[config.mk]
export PLATFORM = sky130hd
export DESIGN_NAME = imba_cursor_overlay
export DESIGN_NICKNAME = d
export VERILOG_FILES = /design/src/rtl/imba_overlay_pkg.sv /design/src/rtl/imba_btn_repeat.sv /design/src/rtl/imba_cursor_overlay.sv
export SDC_FILE = /design/constraint.sdc
export NUM_CORES = 1
export LEC_CHECK = 0
export CAP_MARGIN = 10
export CORE_MARGIN = 4
export CORE_UTILIZATION = 25
export CTS_CLUSTER_SIZE = 24
export DETAILED_ROUTE_END_ITERATION = 10
export PLACE_DENSITY = 0.47
export SYNTH_ARGS = -nofsm -noshare
export SYNTH_HDL_FRONTEND = slang
export SYNTH_HIERARCHICAL = 1
export SYNTH_SLANG_ARGS = --single-unit
[constraint.sdc]
create_clock -name CLK_VGA -period 4.6 [get_ports CLK_VGA]
set_clock_uncertainty 0.05 [all_clocks]
set_input_delay 1.15 -clock CLK_VGA [delete_from_list [all_inputs] [get_ports CLK_VGA]]
set_output_delay 1.15 -clock CLK_VGA [all_outputs]
set_load 0.1 [all_outputs]
[src/rtl/imba_overlay_pkg.sv]
// Shared geometry, FSM state type and coordinate-step helper for the cursor overlay.
// IMBA_CURSOR_WRAP_EN selects wrap-around cursor moves instead of edge clamping.
package imba_overlay_pkg;

    localparam int SCR_W    = 1280;
    localparam int SCR_H    = 1024;
    localparam int MENU_W   = 160;
    localparam int MENU_H   = 128;
    localparam int ROW_H    = 32;
    localparam int ROW_SH   = $clog2(ROW_H);
    localparam int BORDER_W = 2;
    localparam int CUR_ARM  = 6;
    localparam int RST_X    = 640;
    localparam int RST_Y    = 512;
    localparam int AX_MAX   = SCR_W - MENU_W;
    localparam int AY_MAX   = SCR_H - MENU_H;

    typedef enum logic [1:0] {
        ST_CLOSED  = 2'd0,
        ST_OPEN    = 2'd1,
        ST_CONFIRM = 2'd2
    } menu_state_t;

    function automatic logic signed [12:0] abs13(input logic signed [12:0] a);
        return (a < 13'sd0) ? -a : a;
    endfunction

    // Signed 13-bit so a decrement at 0 goes negative instead of wrapping to 8191.
    function automatic logic [11:0] move_coord(input logic [11:0] cur, input logic inc,
                                               input logic dec, input int step, input int lim);
        logic signed [12:0] n;
        n = $signed({1'b0, cur});
        if (inc)
            n = n + 13'(step);
        else if (dec)
            n = n - 13'(step);
`ifdef IMBA_CURSOR_WRAP_EN
        if (n >= 13'(lim))
            n = n - 13'(lim);
        else if (n < 13'sd0)
            n = n + 13'(lim);
`else
        if (n >= 13'(lim))
            n = 13'(lim - 1);
        else if (n < 13'sd0)
            n = 13'sd0;
`endif
        return n[11:0];
    endfunction

endpackage

[src/rtl/imba_btn_repeat.sv]
// Button synchroniser + rising-edge step with hold-delay auto-repeat.
// Step is combinational from the synchronised level, 2 cycles after the raw edge.
module imba_btn_repeat #(
    parameter int HOLD_DLY   = 12_000_000,
    parameter int REPEAT_PER = 2_000_000
) (
    input  logic clk,
    input  logic rst_n,
    input  logic i_btn,
    output logic o_step
);
    localparam int CW = $clog2(((HOLD_DLY > REPEAT_PER) ? HOLD_DLY : REPEAT_PER) + 1);

    logic [1:0]    r_sync;
    logic          r_prev;
    logic          r_rep;
    logic [CW-1:0] r_cnt;
    logic          w_lvl;
    logic          w_rise;
    logic          w_due;

    assign w_lvl  = r_sync[1];
    assign w_rise = w_lvl & ~r_prev;
    // r_cnt counts cycles since the last step; the first gap is HOLD_DLY, later ones REPEAT_PER
    assign w_due  = r_rep ? (r_cnt == CW'(REPEAT_PER)) : (r_cnt == CW'(HOLD_DLY));
    assign o_step = w_lvl & (w_rise | w_due);

    always_ff @(posedge clk or negedge rst_n) begin
        if (!rst_n) begin
            r_sync <= '0;
            r_prev <= 1'b0;
            r_rep  <= 1'b0;
            r_cnt  <= '0;
        end else begin
            r_sync <= {r_sync[0], i_btn};
            r_prev <= w_lvl;
            if (!w_lvl) begin
                r_cnt <= '0;
                r_rep <= 1'b0;
            end else if (o_step) begin
                r_cnt <= CW'(1);
                r_rep <= ~w_rise;
            end else begin
                r_cnt <= r_cnt + CW'(1);
            end
        end
    end

endmodule

[src/rtl/imba_cursor_overlay.sv]
// Cursor cross + pop-up 4-row menu overlay; all Condition outputs are registered 1 cycle after the coordinates.
// Build with IMBA_CURSOR_WRAP_EN for wrap-around cursor moves (default clamps at the screen edge).
module imba_cursor_overlay
    import imba_overlay_pkg::*;
#(
    parameter int STEP       = 4,
    parameter int HOLD_DLY   = 12_000_000,
    parameter int REPEAT_PER = 2_000_000
) (
    input  logic        CLK_VGA,
    input  logic        RESET_N,
    input  logic [11:0] VGA_HORZ_COORD,
    input  logic [11:0] VGA_VERT_COORD,
    input  logic        BTN_U,
    input  logic        BTN_D,
    input  logic        BTN_L,
    input  logic        BTN_R,
    input  logic        BTN_C,
    output logic        Condition_For_Cursor,
    output logic        Condition_For_Cursor_Menu,
    output logic        Condition_For_Cursor_Border,
    output logic        Condition_For_Cursor_Text,
    output logic [11:0] Cursor_X,
    output logic [11:0] Cursor_Y,
    output logic [1:0]  Menu_Sel,
    output logic        Select_Pulse
);
    logic [4:0]  w_btn;
    logic [4:0]  w_step;
    logic        w_go_u, w_go_d, w_go_l, w_go_r, w_go_c;

    menu_state_t r_state;
    logic [1:0]  r_sel;
    logic        r_pulse;
    logic [11:0] r_px, r_py, r_cur_x, r_cur_y, r_ax, r_ay;
    logic        r_on_cur, r_menu, r_border, r_text;

    logic signed [12:0] w_h, w_v, w_dh, w_dv, w_mh, w_mv;
    logic        w_on_cur, w_in_box, w_edge, w_row, w_show;

    assign w_btn = {BTN_C, BTN_R, BTN_L, BTN_D, BTN_U};

    for (genvar g = 0; g < 5; g++) begin : g_btn
        imba_btn_repeat #(
            .HOLD_DLY   (HOLD_DLY),
            .REPEAT_PER (REPEAT_PER)
        ) u_btn (
            .clk    (CLK_VGA),
            .rst_n  (RESET_N),
            .i_btn  (w_btn[g]),
            .o_step (w_step[g])
        );
    end

    // Opposing steps cancel; C overrides any move in the same cycle
    assign w_go_c = w_step[4];
    assign w_go_u = w_step[0] & ~w_step[1] & ~w_go_c;
    assign w_go_d = w_step[1] & ~w_step[0] & ~w_go_c;
    assign w_go_l = w_step[2] & ~w_step[3] & ~w_go_c;
    assign w_go_r = w_step[3] & ~w_step[2] & ~w_go_c;

    always_ff @(posedge CLK_VGA or negedge RESET_N) begin
        if (!RESET_N) begin
            r_state <= ST_CLOSED;
            r_sel   <= 2'd0;
            r_pulse <= 1'b0;
            r_px    <= 12'(RST_X);
            r_py    <= 12'(RST_Y);
            r_cur_x <= 12'(RST_X);
            r_cur_y <= 12'(RST_Y);
            r_ax    <= '0;
            r_ay    <= '0;
        end else begin
            r_pulse <= 1'b0;
            // Displayed position only changes at frame origin to avoid a torn cursor
            if (VGA_HORZ_COORD == 12'd0 && VGA_VERT_COORD == 12'd0) begin
                r_cur_x <= r_px;
                r_cur_y <= r_py;
            end
            case (r_state)
                ST_CLOSED: begin
                    if (w_go_c) begin
                        r_state <= ST_OPEN;
                        r_sel   <= 2'd0;
                        r_ax    <= (r_cur_x > 12'(AX_MAX)) ? 12'(AX_MAX) : r_cur_x;
                        r_ay    <= (r_cur_y > 12'(AY_MAX)) ? 12'(AY_MAX) : r_cur_y;
                    end else begin
                        r_px <= move_coord(r_px, w_go_r, w_go_l, STEP, SCR_W);
                        r_py <= move_coord(r_py, w_go_d, w_go_u, STEP, SCR_H);
                    end
                end
                ST_OPEN: begin
                    if (w_go_c) begin
                        r_state <= ST_CONFIRM;
                        r_pulse <= 1'b1;
                    end else if (w_go_u) begin
                        r_sel <= r_sel - 2'd1;
                    end else if (w_go_d) begin
                        r_sel <= r_sel + 2'd1;
                    end
                end
                default: r_state <= ST_CLOSED;
            endcase
        end
    end

    assign w_h  = $signed({1'b0, VGA_HORZ_COORD});
    assign w_v  = $signed({1'b0, VGA_VERT_COORD});
    assign w_dh = w_h - $signed({1'b0, r_cur_x});
    assign w_dv = w_v - $signed({1'b0, r_cur_y});
    assign w_mh = w_h - $signed({1'b0, r_ax});
    assign w_mv = w_v - $signed({1'b0, r_ay});

    assign w_on_cur = ((w_dh == 13'sd0) && (abs13(w_dv) <= 13'(CUR_ARM))) ||
                      ((w_dv == 13'sd0) && (abs13(w_dh) <= 13'(CUR_ARM)));
    assign w_in_box = (w_mh >= 13'sd0) && (w_mh < 13'(MENU_W)) &&
                      (w_mv >= 13'sd0) && (w_mv < 13'(MENU_H));
    assign w_edge   = (w_mh < 13'(BORDER_W)) || (w_mh >= 13'(MENU_W - BORDER_W)) ||
                      (w_mv < 13'(BORDER_W)) || (w_mv >= 13'(MENU_H - BORDER_W));
    assign w_row    = (w_mv[ROW_SH +: 2] == r_sel);
    assign w_show   = w_in_box && (r_state == ST_OPEN);

    always_ff @(posedge CLK_VGA or negedge RESET_N) begin
        if (!RESET_N) begin
            r_on_cur <= 1'b0;
            r_menu   <= 1'b0;
            r_border <= 1'b0;
            r_text   <= 1'b0;
        end else begin
            r_on_cur <= w_on_cur;
            r_menu   <= w_show;
            r_border <= w_show & w_edge;
            r_text   <= w_show & ~w_edge & w_row;
        end
    end

    assign Condition_For_Cursor        = r_on_cur;
    assign Condition_For_Cursor_Menu   = r_menu;
    assign Condition_For_Cursor_Border = r_border;
    assign Condition_For_Cursor_Text   = r_text;
    assign Cursor_X                    = r_cur_x;
    assign Cursor_Y                    = r_cur_y;
    assign Menu_Sel                    = r_sel;
    assign Select_Pulse                = r_pulse;

endmodule
==> qor.csv, run 1 <==
metric;value;unit
cts_buffer_depth;3;
peakVddDrop;0.292;mV
grt_pass1_vias;11886;
ys_seq_elements;215;
synth.top_cell.area_share;37.1;%
drtPass1Iterations;5;
globalplace.congestion;0.830;
critPathCaptureType;flop;
yosys.area.top_type;dfrtp_1;
fin_ws;0.433;ns
numPortBuffers;61;
drc;0;
dp_slack;-0.0889;ns
rows;86;
yosys_warnings;6;
syn_area;14100;um2
htreeDepth;1;
powerDensity;305;nW/um2
worstPathArrival;4.60;ns
synth_edf_count;0;
die_area;60300;um2
routedWlPerCell;15.8;um
swShare;30.0;%
fin_nets;1734;
syn2layout_area_growth;16.9;%
worstSetupStartpointType;input port;
power.total;5.04;mW
path_class;in -> reg;
clock_sinks;215;
numCtsBuffers;26;
cts_tree;built;
clk_pin_slew;0.06;ns
synthTopCellsByArea;dfrtp_1, ha_1, xor2_1, nand2_1, o21ai_0;
p_leak;6.55;nW
fmax;0.240;GHz
min_period;4.17;ns
ys.flop_type;dfrtp_1;
antenna_cells;0;
postCtsSetupBuffers;0;
clk_latency;0.54;ns
drive_above_1_share;7.68;%
tns;0;ns
status;completed;
grt_use_total;12.3;%
synth_nets;1666;
drv_slew;0;
routed_wl;38000;um
cp_data_required_time;5.03;ns
setup_viol;0;
final_cells;2401;
hpwlAfterDp;27300;um
pwr-share-clk;39.8;%
worst_pin_slew;1.09;ns
die_h;246;um
cts_hold_buf;0;
drt-initial-drc-count;760;
grt_max_degree;96;
finalInstanceArea;16500;um2
cts.root.buffer_cell;clkbuf_16;
hold_class;reg -> reg;
overflow;0;
initial_core_util;25.4;%
vias_per_cell;5.02;
finalCritPeriodShare;90.6;%
drv_cap;0;
slew_headroom;27.0;%
combinationalPowerShare;16.4;%
p_sw;1.51;mW
antenna_found_initial;0;
rsz0062_at_grt;false;
syn_avg_cell_area;9.01;um2
num_vias;12059;
die_x;246;um
p_int;3.53;mW
pwr-share-seq;43.8;%
core-area;55500;um2
drtAntennaViolNets;0;
synthesis.instances;1567;
cts_resized;0;
place_area;15700;um2
pin_count;62;
critPathMaxFanout;3;
grt_pass1_wl;62800;um
ys_types;79;
r2r_slack;0.65;ns
yosysSeqAreaShare;38.2;%
placedCellCount;2355;
finalHoldViolations;0;
synthArstFlopShare;100;%
-- state kept, by name, indices dropped and copies added, names as in the netlist, 10 cells and up --
| name | count |
|---|---|
| g_btn.u_btn/r_cnt | 120 |
| Cursor_X | 11 |
| Cursor_Y | 11 |
| r_ax | 11 |
| r_ay | 11 |
| r_px | 11 |
| r_py | 11 |
| g_btn.u_btn/r_sync | 10 |
-- Yosys cell counts (19+ instances only) --
library cell,number
a211oi_1,60
a21oi_1,71
a31oi_1,19
and2_1,26
clkbuf_1,34
dfrtp_1,209
ha_1,64
inv_1,97
nand2_1,138
nand3_1,45
nand4_1,46
nor2_1,72
nor3_1,79
nor4_1,27
o21ai_0,102
o31ai_1,27
or3_1,50
or4_1,28
xnor2_1,30
xor2_1,64
-- worst max-delay path: stages --
cell	delay, ns
clkdlybuf4s50_1	0.52
inv_1	0.08
ha_1	0.22
fa_1	0.40
nand2b_1	0.21
a21oi_1	0.18
xor2_1	0.13
or4_1	0.58
nor4_1	0.28
o2111a_1	0.21
o2111ai_1	0.13
a2111oi_1	0.37
a41o_1	0.14
-- cell type report --
cell class | count | area (um2)
fillers | 5937 | 39000
multi-input cells | 1188 | 8000
flip-flops and latches | 215 | 5390
repair buffers | 107 | 973
well taps | 748 | 936
clock buffers | 42 | 812
inverters | 97 | 364
clock inverters | 4 | 23.8
-- layer usage --
layer	vias to the layer above	track usage, %	wire [um]
met4	0	3.24	843
met1	5859	17.2	18700
li1	5972	-	-
met2	173	20.3	17500
met3	55	1.35	1070
met5	-	0	0
-- path summary, 6_finish.rpt --
kind                                             to  depth (start not counted)                startpoint
max in group asynchronous  g_btn[3].u_btn/r_cnt[13]                          2                   RESET_N
min                        g_btn[2].u_btn/r_sync[1]                          0  g_btn[2].u_btn/r_sync[0]
max                            Condition_For_Cursor                         13         VGA_HORZ_COORD[0]
max reg2reg                                 r_px[8]                         17   g_btn[2].u_btn/r_cnt[0]
min in group asynchronous                   r_px[6]                          1                   RESET_N
min reg2reg                g_btn[2].u_btn/r_sync[1]                          0  g_btn[2].u_btn/r_sync[0]
-- power by group through the flow --
stage,clock network (mW),registers [mW],logic [mW]
after detailed placement,0,2.24,0.832
after floorplan,0,2.19,0.568
after CTS,2.09,2.21,0.838
after global routing,2.16,2.23,0.937
final,2.01,2.21,0.824
after global placement,0,2.24,0.822
-- per-stage QoR --
stage / hold WS [ns] / utilization (%)
after floorplan: 0.281 / -
after global placement: 0.295 / 28.2
after detailed placement: 0.290 / 28.2
after CTS: 0.313 / 29.7
after global routing: 0.316 / 29.7
final: 0.306 / 29.7
-- logic make-up after synthesis --
| logic type | after synthesis | synth area share (%) |
|---|---|---|
| muxes | 7 | 0.514 |
| and+or+nand+nor | 626 | 25.0 |
| buffers and inverters | 164 | 5.18 |
| xor gates and xnor gates | 94 | 5.83 |
| adders and majority gates | 68 | 6.24 |
| AOI/OAI and AO/OA | 393 | 19.1 |
| DFF | 215 | 38.2 |
-- placed cells by master, fill, tap and decap left out, types with 10 or more instances in the layout --
master	count
a211oi_1	60
a21o_1	10
a21oi_1	71
a22o_1	11
a31oi_1	19
and2_1	26
and3_1	14
and4_1	17
buf_4	45
clkbuf_16	27
clkdlybuf4s50_1	60
dfrtp_1	209
ha_1	64
inv_1	97
nand2_1	138
nand2b_1	13
nand3_1	45
nand4_1	46
nor2_1	71
nor3_1	79
nor3b_1	17
nor4_1	27
nor4b_1	11
o21a_1	16
o21ai_0	102
o31ai_1	27
or3_1	50
or4_1	28
xnor2_1	30
xor2_1	64
Power figures use the tool's default switching activity.
==> run 2: changes to the inputs <==
--- a/config.mk
+++ b/config.mk
@@ -8,7 +8,7 @@
 export CAP_MARGIN = 10
 export CORE_MARGIN = 4
 export CORE_UTILIZATION = 25
-export CTS_CLUSTER_SIZE = 24
+export CTS_CLUSTER_SIZE = 14
 export DETAILED_ROUTE_END_ITERATION = 10
 export PLACE_DENSITY = 0.47
 export SYNTH_ARGS = -nofsm -noshare
==> results of run 2 <==
Same layout as run 1: the final DEF is identical, and so are final timing and power.
==> run 3: changes to the inputs <==
--- a/config.mk
+++ b/config.mk
@@ -11,7 +11,9 @@
 export CTS_CLUSTER_SIZE = 14
 export DETAILED_ROUTE_END_ITERATION = 10
 export PLACE_DENSITY = 0.47
+export RECOVER_POWER = 50
 export SYNTH_ARGS = -nofsm -noshare
 export SYNTH_HDL_FRONTEND = slang
 export SYNTH_HIERARCHICAL = 1
 export SYNTH_SLANG_ARGS = --single-unit
+export TNS_END_PERCENT = 30
==> run 3 against run 2 <==
Effect of this change:
- first-iteration DRC count shrank 0.79%
- fmax is essentially flat
- count of clock-buffer cells in the layout unchanged
- the run now ends with max-capacitance violations, max-slew violations left
- wire length hardly changed
- power about the same
- sequential share of layout area barely moved
- largest cell class unchanged
- critical path depth is the same
- die area unchanged
- combinational power barely moved
==> qor.csv, run 3 (synthesis gave the netlist of run 1 again) <==
metric;value;unit;change
r2r-start;g_btn[2].u_btn/r_cnt[0];;
pwr-share-seq;43.8;%;about the same
rr_worst_depth;17;;unchanged
largest_register_ffs;120;;unchanged
path_class;in -> reg;;
vias_per_cell;5.02;;about the same
die_area;60300;um2;unchanged
drive_above_1_share;7.50;%;-0.18 points
grt_pass1_vias;11886;;unchanged
cts_buffer_depth;3;;unchanged
crit_buf_inv;2;;unchanged
clk_pin_slew;0.06;ns;about the same
syn2layout_area_growth;16.7;%;
pwr-share-clk;39.9;%;about the same
drv_cap;1;;+1
cts_tree;built;;
reg2reg_to;r_px[8];;
antenna_found_initial;0;;unchanged
finalHoldViolations;0;;unchanged
numCtsBuffers;26;;unchanged
routedWlPerCell;15.9;um;about the same
peakVddDrop;0.293;mV;+0.15%
antenna_cells;0;;unchanged
clock_sinks;215;;unchanged
worst_pin_slew;2.52;ns;+1.43 ns
drt-initial-drc-count;754;;-0.79%
overflow;0;;unchanged
holdCritStartpoint;g_btn[2].u_btn/r_sync[0];;
violations;max-capacitance violations, max-slew violations;;
hold_depth;0;;unchanged
worst_hold_path.endpoint;g_btn[2].u_btn/r_sync[1];;
rsz0062_at_grt;false;;
drtAntennaViolNets;0;;unchanged
cp.depth;13;;unchanged
final_cells;2401;;unchanged
p_sw;1.51;mW;-0.13%
placedCellCount;2355;;unchanged
fin_nets;1734;;unchanged
num_vias;12065;;+0.050%
final_util;29.7;%;-0.038 points
min_period;4.17;ns;-0.000189 ns
routed_wl;38100;um;about the same
dp_slack;-0.0889;ns;unchanged
setup_viol;0;;unchanged
fin_ws;0.433;ns;+0.000189 ns
status;finished, violations left;;
die_x;246;um;unchanged
critPathCaptureType;flop;;
drc;0;;unchanged
hpwlAfterDp;27300;um;unchanged
cp_data_required_time;5.03;ns;about the same
cts_resized;0;;unchanged
clk_latency;0.54;ns;about the same
slowest_delay;0.58;ns;about the same
powerDensity;306;nW/um2;about the same
hold_class;reg -> reg;;
core-area;55500;um2;unchanged
globalplace.congestion;0.830;;unchanged
holdWs;0.306;ns;+0.00000200 ns
p_int;3.52;mW;about the same
initial_core_util;25.4;%;unchanged
die_h;246;um;unchanged
critical_path.top_delay_family;simple AND/OR/NAND/NOR gates;;
grt_max_degree;96;;unchanged
cts_hold_buf;0;;unchanged
p_leak;6.53;nW;-0.20%
postCtsSetupBuffers;0;;unchanged
combinationalPowerShare;16.3;%;about the same
cts.root.buffer_cell;clkbuf_16;;
fillers;5942;;+0.084%
slowest_stage;or4_1;;
drtPass1Iterations;6;;+1
drv_slew;95;;+95
mostFrequentLayoutCell;dfrtp_1;;
numPortBuffers;61;;unchanged
htreeDepth;1;;unchanged
path_cells;clkdlybuf4s50_1 -> inv_1 -> ha_1 -> fa_1 -> nand2b_1 -> a21oi_1 -> xor2_1 -> or4_1 -> nor4_1 -> o2111a_1 -> o2111ai_1 -> a2111oi_1 -> a41o_1;;
fmax;0.240;GHz;about the same
swShare;30.0;%;about the same
worstSetupStartpointType;input port;;
finalCritPeriodShare;90.6;%;about the same
layout_common_cells;dfrtp_1, nand2_1, o21ai_0;;
slew_headroom;-68.0;%;-95 points
grt_use_total;12.3;%;unchanged
r2r_slack;0.65;ns;about the same
critPathMaxFanout;3;;unchanged
grt_pass1_wl;62800;um;unchanged
regMostFlops;g_btn.u_btn/r_cnt;;
worstPathArrival;4.60;ns;about the same
rows;86;;unchanged
pin_count;62;;unchanged
run 3: area by class of cell:
type | count | area (um2) | area share, %
clock inverter | 4 | 23.8 | 0.144
tap | 748 | 936 | 5.68
timing repair buffer | 107 | 952 | 5.78
inverter | 97 | 364 | 2.21
clock buffer | 42 | 812 | 4.93
sequential | 215 | 5390 | 32.7
multi-input combinational | 1188 | 8000 | 48.5
run 3: worst max path at each step:
stage                                 to                     from
floorplan           Condition_For_Cursor        VGA_HORZ_COORD[0]
global placement    Condition_For_Cursor        VGA_HORZ_COORD[0]
detailed placement  Condition_For_Cursor        VGA_HORZ_COORD[0]
CTS                 Condition_For_Cursor        VGA_HORZ_COORD[0]
global route                     r_py[5]  g_btn[0].u_btn/r_cnt[0]
finish              Condition_For_Cursor        VGA_HORZ_COORD[0]
run 3: power groups by stage:
stage	sequential (mW)	combinational (mW)	clock (mW)
global route	2.23	0.934	2.16
global placement	2.24	0.822	0
finish	2.20	0.821	2.01
detailed placement	2.24	0.832	0
CTS	2.21	0.838	2.09
floorplan	2.19	0.568	0
run 3: routing by layer:
layer / vias up / track usage [%] / part of all wire [%]
li1: 5972 / - / -
met5: - / 0 / 0
met3: 55 / 1.35 / 2.8
met1: 5862 / 17.2 / 49
met2: 176 / 20.3 / 46
met4: 0 / 3.24 / 2.2
run 3: metrics by stage:
step	TNS, ns	power [mW]	area (um2)
4_1_cts	0	5.14	16500
5_1_grt	0	5.33	16500
3_3_place_gp	-0.199	3.06	15700
2_1_floorplan	0	2.76	14100
3_5_place_dp	-0.135	3.07	15700
6_report	0	5.03	16500
